`config.mk`:
```
export PLATFORM = sky130hd
export DESIGN_NAME = rect_plotter
export DESIGN_NICKNAME = d
export VERILOG_FILES = /design/src/rtl/pong_pkg.sv /design/src/rtl/raster_counter.sv /design/src/rtl/rect_plotter.sv
export SDC_FILE = /design/constraint.sdc
export NUM_CORES = 1
export LEC_CHECK = 0
export BUFFER_PORTS_ARGS = -buffer_cell sky130_fd_sc_hd__buf_2
export CAP_MARGIN = 20
export CORE_ASPECT_RATIO = 0.8
export CORE_MARGIN = 2
export CORE_UTILIZATION = 58
export DETAILED_ROUTE_END_ITERATION = 12
export PLACE_DENSITY = 0.8
export SYNTH_ARGS = -nofsm -noshare
export SYNTH_HDL_FRONTEND = slang
export SYNTH_SLANG_ARGS = --single-unit
```
`constraint.sdc`:
```
create_clock -name clk -period 6.75 [get_ports clk]
set_input_delay 0.675 -clock clk [delete_from_list [all_inputs] [get_ports clk]]
set_output_delay 0.675 -clock clk [all_outputs]
set_load 0.01 [all_outputs]
```
`src/rtl/pong_pkg.sv`:
```
// Shared constants and types for the pong datapath: screen geometry, coordinate
// widths, colours and the rectangle plotter state encoding.
package pong_pkg;

    localparam int unsigned SCREEN_W = 160;
    localparam int unsigned SCREEN_H = 120;

    localparam int unsigned X_W      = 9;
    localparam int unsigned Y_W      = 8;
    localparam int unsigned COLOUR_W = 3;

    localparam logic [COLOUR_W-1:0] BLACK = 3'b000;
    localparam logic [COLOUR_W-1:0] WHITE = 3'b111;

    typedef enum logic [1:0] {
        StIdle,
        StDraw,
        StFinish
    } plot_state_e;

endpackage

```
`src/rtl/raster_counter.sv`:
```
// Row-major column/row counter bounded by a width/height pair. Exposes the
// next-state position so a caller can register outputs in step with it.
module raster_counter
    import pong_pkg::*;
#(
    parameter int unsigned ColW = X_W,
    parameter int unsigned RowW = Y_W
) (
    input  logic            clk,
    input  logic            reset,
    input  logic            clear_i,
    input  logic            step_i,
    input  logic [ColW-1:0] width_i,
    input  logic [RowW-1:0] height_i,
    output logic [ColW-1:0] cx_next_o,
    output logic [RowW-1:0] cy_next_o,
    output logic            last_o
);

    logic [ColW-1:0] cx_q, cx_d;
    logic [RowW-1:0] cy_q, cy_d;
    logic            row_end;

    always_comb begin
        row_end = (cx_q == width_i - ColW'(1));
        last_o  = row_end && (cy_q == height_i - RowW'(1));
        cx_d    = cx_q;
        cy_d    = cy_q;
        if (clear_i) begin
            cx_d = '0;
            cy_d = '0;
        end else if (step_i) begin
            if (row_end) begin
                cx_d = '0;
                cy_d = cy_q + RowW'(1);
            end else begin
                cx_d = cx_q + ColW'(1);
            end
        end
    end

    always_ff @(posedge clk) begin
        if (reset) begin
            cx_q <= '0;
            cy_q <= '0;
        end else begin
            cx_q <= cx_d;
            cy_q <= cy_d;
        end
    end

    assign cx_next_o = cx_d;
    assign cy_next_o = cy_d;

endmodule

```
`src/rtl/rect_plotter.sv`:
```
// Rectangle raster engine: one latched request becomes one registered pixel
// write per clock, row-major, with off-screen pixels suppressed but still timed.
module rect_plotter
    import pong_pkg::*;
#(
    parameter int unsigned SCREEN_W = pong_pkg::SCREEN_W,
    parameter int unsigned SCREEN_H = pong_pkg::SCREEN_H
) (
    input  logic                clk,
    input  logic                reset,
    input  logic                start,
    input  logic [X_W-1:0]      x0,
    input  logic [Y_W-1:0]      y0,
    input  logic [X_W-1:0]      width,
    input  logic [Y_W-1:0]      height,
    input  logic [COLOUR_W-1:0] colour_in,
    output logic                busy,
    output logic                done,
    output logic [X_W-1:0]      x,
    output logic [Y_W-1:0]      y,
    output logic [COLOUR_W-1:0] colour,
    output logic                plot
);

    localparam logic [X_W:0] XLim = SCREEN_W[X_W:0];
    localparam logic [Y_W:0] YLim = SCREEN_H[Y_W:0];

    plot_state_e state_q, state_d;

    logic [X_W-1:0]      x0_q, w_q, x0_s, cx_next;
    logic [Y_W-1:0]      y0_q, h_q, y0_s, cy_next;
    logic [COLOUR_W-1:0] col_q, col_s;

    logic                busy_q, busy_d, done_q, done_d, plot_q, plot_d;
    logic [X_W-1:0]      x_q, x_d;
    logic [Y_W-1:0]      y_q, y_d;
    logic [COLOUR_W-1:0] colour_q, colour_d;

    logic           accept, step, emit, last;
    logic [X_W:0]   sum_x;
    logic [Y_W:0]   sum_y;
    logic           on_screen;

    raster_counter #(
        .ColW (X_W),
        .RowW (Y_W)
    ) u_raster_counter (
        .clk       (clk),
        .reset     (reset),
        .clear_i   (accept),
        .step_i    (step),
        .width_i   (w_q),
        .height_i  (h_q),
        .cx_next_o (cx_next),
        .cy_next_o (cy_next),
        .last_o    (last)
    );

    // Pixel 0 is registered on the accepting edge, so it must come straight
    // from the request inputs rather than the not-yet-loaded latches.
    always_comb begin
        x0_s      = (state_q == StIdle) ? x0 : x0_q;
        y0_s      = (state_q == StIdle) ? y0 : y0_q;
        col_s     = (state_q == StIdle) ? colour_in : col_q;
        sum_x     = {1'b0, x0_s} + {1'b0, cx_next};
        sum_y     = {1'b0, y0_s} + {1'b0, cy_next};
        on_screen = (sum_x < XLim) && (sum_y < YLim);
    end

    always_comb begin
        state_d  = state_q;
        accept   = 1'b0;
        step     = 1'b0;
        emit     = 1'b0;
        busy_d   = 1'b0;
        done_d   = 1'b0;
        plot_d   = 1'b0;
        x_d      = x_q;
        y_d      = y_q;
        colour_d = colour_q;
        unique case (state_q)
            StIdle: begin
                if (start) begin
                    accept = 1'b1;
                    busy_d = 1'b1;
                    if (width == '0 || height == '0) begin
                        state_d = StFinish;
                    end else begin
                        state_d = StDraw;
                        emit    = 1'b1;
                    end
                end
            end
            StDraw: begin
                busy_d = 1'b1;
                if (last) begin
                    state_d = StFinish;
                    done_d  = 1'b1;
                end else begin
                    step = 1'b1;
                    emit = 1'b1;
                end
            end
            StFinish: begin
                // A zero-size request arrives here without done raised yet and
                // spends one extra busy cycle before pulsing it.
                if (done_q) begin
                    state_d = StIdle;
                end else begin
                    busy_d = 1'b1;
                    done_d = 1'b1;
                end
            end
            default: state_d = StIdle;
        endcase
        if (emit) begin
            x_d      = sum_x[X_W-1:0];
            y_d      = sum_y[Y_W-1:0];
            colour_d = col_s;
            plot_d   = on_screen;
        end
    end

    always_ff @(posedge clk) begin
        if (reset) begin
            state_q  <= StIdle;
            x0_q     <= '0;
            y0_q     <= '0;
            w_q      <= '0;
            h_q      <= '0;
            col_q    <= '0;
            busy_q   <= 1'b0;
            done_q   <= 1'b0;
            plot_q   <= 1'b0;
            x_q      <= '0;
            y_q      <= '0;
            colour_q <= '0;
        end else begin
            state_q  <= state_d;
            busy_q   <= busy_d;
            done_q   <= done_d;
            plot_q   <= plot_d;
            x_q      <= x_d;
            y_q      <= y_d;
            colour_q <= colour_d;
            if (accept) begin
                x0_q  <= x0;
                y0_q  <= y0;
                w_q   <= width;
                h_q   <= height;
                col_q <= colour_in;
            end
        end
    end

    assign busy   = busy_q;
    assign done   = done_q;
    assign plot   = plot_q;
    assign x      = x_q;
    assign y      = y_q;
    assign colour = colour_q;

endmodule

```
==> results_dict.tcl, run 1 <==
set metrics [dict create \
    cap_violations 0 \
    ys_top_cells_by_area "dfxtp_1 34%, a21oi_1 9.2%, nand2_1 7.5%" \
    async_reset_ff_share_pct 0 \
    tritoncts "done" \
    grt_usage_pct 27.5 \
    initial_core_util_pct 59.6 \
    antenna_cells 0 \
    root_buffer "clkbuf_8" \
    synth_edf_count 0 \
    cts_setup_buffers 0 \
    vdd_ir_drop_max_mv 0.211 \
    period_share_pct 71.5 \
    die_y_um 84.4 \
    place_congestion 0.938 \
    synth_most_common_cell "nand2_1" \
    start_kind "flip-flop" \
    rsz0062_at_grt "false" \
    post-route-cell-area_sq_um 5240 \
    ys_warn_count 0 \
    firstDrtPassIters 5 \
    cts_buffers 9 \
    hp-class "reg -> reg" \
    postSynthRegisterBits 79 \
    total_power_mw 1.86 \
    reg2reg_from "w_q[0]" \
    holdCritStartpoint "x0_q[5]" \
    num_vias 4495 \
    path_clk_slew_ps 100 \
    die-area_sq_um 8830 \
    dp_hpwl_um 8400 \
    io_buffers 62 \
    netlist_top_cells_count "94 x nand2_1, 86 x a21oi_1, 79 x dfxtp_1" \
    antenna_found_initial 0 \
    power.density_nw_per_um2 354 \
    tightest_slew_ps 1060 \
    wl_per_cell_um 15.6 \
    drv_slew 0 \
    io_pins 63 \
    grt_max_degree 61 \
    synth_cells 595 \
    fin_tns_setup_ps 0 \
    syn_nets 662 \
    fin_skew_ps 18.9 \
    synth_cell_types 55 \
    cts_resized 0 \
    wl_um 11700 \
    finalHoldViolations 0 \
    grt_pass1_wl_um 19700 \
    synth_top_area_cell "dfxtp_1" \
    seq_area_frac_synth_pct 33.7 \
    clk_latency_ps 370 \
    grt.overflow.total 0 \
    crit_arrival_ps 5110 \
    place_area_sq_um 5040 \
    viasPerCell 5.96 \
    drive_gt1_share_pct 17.5 \
    rows 29 \
    drt-initial-drc-count 268 \
    area_growth_pct 11.7 \
    worst-path-max-fanout 15 \
    fp.dieW_um 105 \
    clock_path_buffers 2 \
    synth_flop_cell "dfxtp_1" \
    cts.sinks 79 \
    drcViolationCount 0 \
    nNetsFinal 708 \
    status "complete, no violations" \
    endpoint_kind "flip-flop" \
    syn-cell-area_sq_um 4690 \
    crit_start "w_q[0]" \
    cts-hold-fix-buffers 0 \
    yosysTopAreaCellShare_pct 33.7 \
    fmax_ghz 0.207 \
    grt_pass1_vias 4131 \
    worstSetupPathType "reg -> reg" \
    synth.avg_cell_area_sq_um 7.88 \
    coreArea_sq_um 7870 \
    worst_ep_required_time_ps 7040 \
    finalSetupViolCount 0 \
    antenna_left 0 \
    layout_min_cycle_time_ps 4830 \
    relSlewSlack_pct 29.3 \
    cts.htree.levels 3 \
    p_leak_nw 2.22 \
]
==> worst max-delay path, stage by stage (launching register included) <==
cell and delay, ps:
dfxtp_1 360, or4_4 560, nor4_1 290, a311oi_1 80, a21oi_1 360, nand4_1 570, xor2_1 360, nor2_1 70
ha_1 280, fa_1 410, a21o_1 170, a21oi_1 260, o21bai_1 110, a21oi_1 180, xnor2_1 110, a311o_1 300
nor4b_1 270
==> cells in the final DEF (no fill, tap or decap), types with 3 or more instances in the layout <==
master	Yosys	final
ha_1	25	25
nand2_1	94	94
a211oi_1	4	4
xnor2_1	18	18
nand3_1	21	21
buf_2	4	62
nor2_1	35	35
a21o_1	6	6
o21ai_0	32	32
mux2_2	17	17
xor2_1	17	17
o31ai_1	5	5
a31oi_1	3	3
clkbuf_8	0	10
inv_6	0	3
nor3_1	12	12
a31o_2	7	7
and3_1	5	5
or3_1	8	8
inv_1	21	21
nor4_1	7	7
dfxtp_1	79	79
buf_4	0	6
a21oi_1	86	86
o311a_1	3	3
o211ai_1	3	3
mux2i_1	8	8
nand4_1	9	9
==> layout make-up <==
cell class / instances / area (sq um)
Clock buffer: 10 / 138
Tap cell: 108 / 135
Sequential cell: 79 / 1580
Multi-Input combinational cell: 462 / 2900
Inverter: 21 / 78.8
Clock inverter: 6 / 51.3
Fill cell: 667 / 2630
Timing Repair Buffer: 68 / 355
==> power by group <==
| group | switching (mW) | total, mW | internal, mW | leakage (nW) |
|---|---|---|---|---|
| Combinational | 0.526 | 0.880 | 0.354 | 1.48 |
| Clock | 0.190 | 0.339 | 0.149 | 0.0939 |
| Sequential | 0.0711 | 0.638 | 0.566 | 0.646 |
| Total | 0.788 | 1.86 | 1.07 | 2.22 |
==> path summary, 6_finish.rpt <==
path	end	slack (ps)	depth (start not counted)
min reg2reg	x0_q[5]	460	2
min	x0_q[5]	460	2
max reg2reg	plot	1920	16
max	plot	1920	16
==> per-layer routing <==
layer  wire (um)  global-route usage [%]
met1        5570                    38.8
met2        5170                    41.6
met3         768                    5.51
met4         229                    10.1
met5           0                       0
==> kinds of logic (layout without fill, tap and decap cells) <==
logic type,after synthesis,in the layout,synth area share (%)
AOI/OAI and AO/OA,169,169,21.7
buffers and inverters,54,105,4.43
DFF,79,79,33.7
muxes,25,25,5.79
and+or+nand+nor,206,206,20.3
xor gates and xnor gates,35,35,6.53
adders and majority gates,27,27,7.52
==> metrics by stage <==
stage	hold slack, ps	instances	util, %	worst slack [ps]
after floorplan	434	595	-	2570
after global placement	439	737	64.1	2210
after detailed placement	446	737	64.1	1980
after CTS	461	753	66.5	2000
after global routing	475	754	66.6	1500
final	459	754	66.6	1920
==> registers in the layout, indices dropped and copies added (netlist names), 3 cells and up <==
signal	cells
col_q	3
colour	3
h_q	8
u_raster_counter.cx_q	9
u_raster_counter.cy_q	8
w_q	9
x	9
x0_q	9
y	8
y0_q	8
Power figures use the tool's default switching activity.
==> inputs of run 2 (changes only) <==
- CORE_UTILIZATION: 58 -> 53
- PLACE_DENSITY: 0.8 -> 0.77
- clock period: 6.75 -> 4 ns (I/O delays scaled with it)
==> run 2 against run 1 <==
The run now ends with setup timing left. Via count grew 3.4%. Core utilization is 2.5 points higher. Clock-buffer cell count rose by 2. Power up 90%. Register-to-register slack worse by 2100 ps.
==> results_dict.tcl, run 2 (synthesis gave the netlist of run 1 again) <==
set metrics [dict create \
    status "finished with violations" \
    violations "setup timing" \
    area_growth_pct 26.1 \
    drt-initial-drc-count 277 \
    crit_arrival_ps 4430 \
    fin_util_pct 69.1 \
    grt_pass1_wl_um 20700 \
    firstDrtPassIters 5 \
    io_pins 63 \
    viasPerCell 5.79 \
    cts-hold-fix-buffers 0 \
    p_leak_nw 2.50 \
    rsz0062_at_grt "true" \
    intPower_mw 2.08 \
    fp.dieW_um 109 \
    finalSetupViolCount 4 \
    hp-class "in -> reg" \
    root_buffer "clkbuf_8" \
    coreArea_sq_um 8560 \
    fmax_ghz 0.241 \
    endpoint_kind "flip-flop" \
    antenna_left 0 \
    antenna_cells 0 \
    drive_gt1_share_pct 30.4 \
    initial_core_util_pct 54.8 \
    layout_commonest_cell "nand2_1" \
    grt_max_degree 44 \
    place_ws_ps -138 \
    path_clk_slew_ps 90 \
    nNetsFinal 753 \
    hold_ws_ps 266 \
    grt_pass1_vias 4313 \
    p_switching_mw 1.45 \
    min_delay_path_depth 3 \
    fin_skew_ps 15.0 \
    cap_violations 0 \
    cts.htree.levels 3 \
    vdd_ir_drop_max_mv 0.376 \
    drv_slew 0 \
    final_cell_mix "94 x nand2_1, 77 x dfxtp_1, 74 x a21oi_1" \
    seq_power_share_pct 30.4 \
    tritoncts "done" \
    die-area_sq_um 9620 \
    start_kind "flip-flop" \
    cts.sinks 79 \
    power.density_nw_per_um2 598 \
    io_buffers 62 \
    relSlewSlack_pct 51.4 \
    rows 30 \
    die_y_um 88.1 \
    worst_slack_ps -146 \
    worst-path-max-fanout 8 \
    worst_ep_required_time_ps 4280 \
    worstSetupPathType "reg -> reg" \
    wl_um 13100 \
    power_frac_comb_pct 51.3 \
    r2r_cells 17 \
    finalHoldViolations 0 \
    grt.overflow.total 0 \
    period_share_pct 104 \
    drcViolationCount 0 \
    place_congestion 0.886 \
    num_vias 4648 \
    wl_per_cell_um 16.3 \
    cts_buffers 9 \
    antenna_found_initial 0 \
    fin_tns_setup_ps -321 \
    clock_power_share_pct 18.3 \
    clock_path_buffers 2 \
    tightest_slew_ps 719 \
    clk_latency_ps 370 \
    grt_usage_pct 27.6 \
    dp_hpwl_um 9100 \
    switching_share_pct 41.1 \
    layout_min_cycle_time_ps 4150 \
]
-- run 2: cell count changes in the layout (fill, tap and decap cells not counted), moves of 5 or more --
cell     delta
a21oi_1    -12
a21oi_2    +10
buf_4      +42
ha_1        -5
o21ai_0     -7
o21ai_1     +5
-- run 2: power by group through the flow --
stage | logic (mW) | registers (mW) | clock network (mW)
after detailed placement | 1.59 | 1.08 | 0
after CTS | 1.67 | 1.07 | 0.654
final | 1.81 | 1.07 | 0.647
after global routing | 1.97 | 1.09 | 0.687
after floorplan | 1.07 | 1.11 | 0
after global placement | 1.54 | 1.07 | 0
-- run 2: final cells by class --
| cell class | instances | area (sq um) |
|---|---|---|
| clock inverter | 4 | 51.3 |
| clock buffer | 12 | 165 |
| fill | 686 | 2640 |
| timing repair buffer | 113 | 704 |
| multi-input combinational | 462 | 3190 |
| sequential | 79 | 1580 |
| inverter | 21 | 78.8 |
| tap | 112 | 140 |
-- run 2: what timing repair did --
item                                    CTS  global route
buffers inserted                          6             8
pin swaps                                17            30
endpoints found under the setup margin    5             8
resized for setup                        26            39
-- run 2: worst max-delay path, cell delays in order (launching register included) --
cell,delay [ps]
dfxtp_2,340
or4_4,550
nor4_2,290
a311oi_2,80
a21oi_2,280
nand4_1,170
buf_6,170
buf_6,130
nor2_4,120
mux2i_2,250
ha_1,290
a21o_1,220
a21oi_4,170
o21bai_1,80
a21oi_1,180
xnor2_1,110
a311o_1,400
nor4b_4,250
-- run 2: path summary, 6_finish.rpt --
path / startpoint / to / slack (ps)
max: w_q[0] / plot / -150
min: y0[3] / y0_q[3] / 270
max reg2reg: w_q[0] / plot / -150
min reg2reg: x0_q[6] / x0_q[6] / 460
-- run 2: metrics by stage --
stage,cell area (sq um),instances,power (mW)
after floorplan,4720,595,2.18
after global placement,5310,772,2.62
after detailed placement,5310,772,2.67
after CTS,5680,794,3.39
after global routing,5910,803,3.75
final,5910,803,3.53
-- run 2: per-layer routing --
layer / track usage, % / vias up / wire (um)
met5: 0 / - / 0
met4: 9.21 / 0 / 175
met3: 6.55 / 19 / 833
met2: 45.1 / 152 / 6000
met1: 36.2 / 2183 / 6110
li1: - / 2294 / -
==> inputs of run 3 (changes only) <==
- CORE_UTILIZATION: 53 -> 45
- PLACE_DENSITY: 0.77 -> 0.67
==> run 3 against run 2 <==
The flow still finishes with violations (setup timing). Clock-buffer cell count is 1 higher. Register-to-register slack worse by 50 ps. Maximum frequency fell by 1.1%. Non-clock buffer count is 6 lower. Critical path depth increased by 3. Hold slack gained 36 ps. Sequential cell count is the same. Critical path type unchanged. Critical endpoint unchanged. Largest power group unchanged. Highest routed layer unchanged.
==> results_dict.tcl, run 3 (synthesis gave the netlist of run 1 again) <==
set metrics [dict create \
    path_cells "inv_2 > ha_4 > nor3b_4 > a21oi_2 > a2111oi_2 > and4bb_2 > buf_4 > a31oi_4 > xnor2_2 > nor2_1 > ha_2 > fa_2 > a21o_1 > a21oi_4 > buf_4 > o211ai_1 > a21o_1 > a21oi_1 > a31oi_1 > nor4b_2" \
    min_delay_path_depth 3 \
    endpoint_kind "flip-flop" \
    firstDrtPassIters 5 \
    finalHoldViolations 0 \
    antenna_cells 0 \
    r2r_cells 20 \
    place_inst 795 \
    num_vias 4698 \
    worstSetupPathType "reg -> reg" \
    coreArea_sq_um 10200 \
    worst_ep_required_time_ps 4250 \
    cts_buffers 9 \
    tightest_slew_ps 797 \
    r2r-end "plot" \
    violations "setup timing" \
    grt_pass1_wl_um 20800 \
    area_growth_pct 26.7 \
    path_clk_slew_ps 70 \
    critPathMaxStageDelay_ps 390 \
    worst_slack_ps -191 \
    fmax_ghz 0.239 \
    n_fill_cell 933 \
    relSlewSlack_pct 46.2 \
    vdd_ir_drop_max_mv 0.402 \
    io_pins 63 \
    initial_core_util_pct 46.0 \
    die_y_um 95.3 \
    power.density_nw_per_um2 620 \
    grt_usage_pct 23.2 \
    cts.htree.levels 3 \
    root_buffer "clkbuf_16" \
    grt.overflow.total 0 \
    reg2reg_from "w_q[1]" \
    crit_family "compound AO/OA/AOI/OAI gates" \
    drt-initial-drc-count 294 \
    met3_usage_pct 5.32 \
    ff2ff_setup_slack_ps -190 \
    drive_gt1_share_pct 27.0 \
    drcViolationCount 0 \
    crit_arrival_ps 4440 \
    fin_skew_ps 10.8 \
    antenna_left 0 \
    fin_cells 825 \
    viasPerCell 5.69 \
    period_share_pct 105 \
    nNetsFinal 747 \
    min_to "y0_q[5]" \
    final_cell_mix "94 x nand2_1, 78 x a21oi_1, 77 x dfxtp_1" \
    cap_violations 0 \
    crit_start "w_q[1]" \
    clk_latency_ps 340 \
    clock_path_buffers 2 \
    worst-path-buf-inv 3 \
    place_area_sq_um 5320 \
    rows 33 \
    multiInputGateArea_sq_um 3140 \
    cts.sinks 79 \
    place_congestion 0.874 \
    fin_util_pct 58.3 \
    fp.dieW_um 118 \
    worst-path-max-fanout 5 \
    hp-class "in -> reg" \
    top_usage_layer "met2" \
    antenna_found_initial 0 \
    holdCritStartpoint "y0[5]" \
    slowest_stage "fa_2" \
    wl_um 13200 \
    layout_commonest_cell "nand2_1" \
    io_buffers 62 \
    p_leak_nw 2.49 \
    rsz0062_at_grt "true" \
    die-area_sq_um 11300 \
    post-route-cell-area_sq_um 5940 \
    regArea_sq_um 1580 \
    wl_per_cell_um 16.0 \
    grt_pass1_vias 4275 \
    dp_hpwl_um 9080 \
    finalSetupViolCount 2 \
    tritoncts "done" \
    status "finished with violations" \
    layout_min_cycle_time_ps 4190 \
    start_kind "flip-flop" \
    met2_usage_pct 37.8 \
    cts-hold-fix-buffers 0 \
    drv_slew 0 \
    hold_ws_ps 302 \
    use_met1_pct 30.6 \
    grt_max_degree 55 \
]
run 3: power by group:
group          internal [mW]  total [mW]  switching [mW]
sequential             0.958        1.08           0.119
combinational          0.776        1.78            1.00
clock                  0.500       0.829           0.328
run 3: worst max path at each step:
stage                     cells past startpoint    to  slack (ps)
after detailed placement                     17  plot        -160
after global routing                         20  plot        -360
final                                        20  plot        -190
after floorplan                              19  plot           3
after CTS                                    17  plot           2
after global placement                       17  plot         -40
run 3: tightest hold or removal path, cell delays in order:
cell and delay (ps):
buf_2 110, nand2_1 50, a21oi_1 50
run 3: area by class of cell:
cell class / count / area share, %
multi-input cells: 462 / 52.9
flip-flops and latches: 79 / 26.6
repair buffers: 107 / 11.3
clock buffers: 13 / 4.21
well taps: 140 / 2.95
inverters: 21 / 1.33
clock inverters: 3 / 0.716
run 3: what timing repair did:
action,CTS,global route
gates resized for setup,24,26
setup buffers,7,6
pin swaps,23,31
gates cloned,0,0
setup endpoints to repair,5,8
run 3: per-layer routing:
metal,vias to the layer above,share of wire (%)
met1,2222,46
met3,23,6.5
met5,-,0
met2,156,46
li1,2297,-
met4,0,1.8
run 3: per-stage QoR:
stage / setup slack [ps] / power [mW] / TNS (ps)
2_1_floorplan: 2.75 / 2.18 / 0
3_3_place_gp: -42.4 / 2.62 / -54.3
3_5_place_dp: -159 / 2.66 / -375
4_1_cts: 2.17 / 3.59 / 0
5_1_grt: -362 / 3.90 / -1170
6_report: -191 / 3.69 / -321
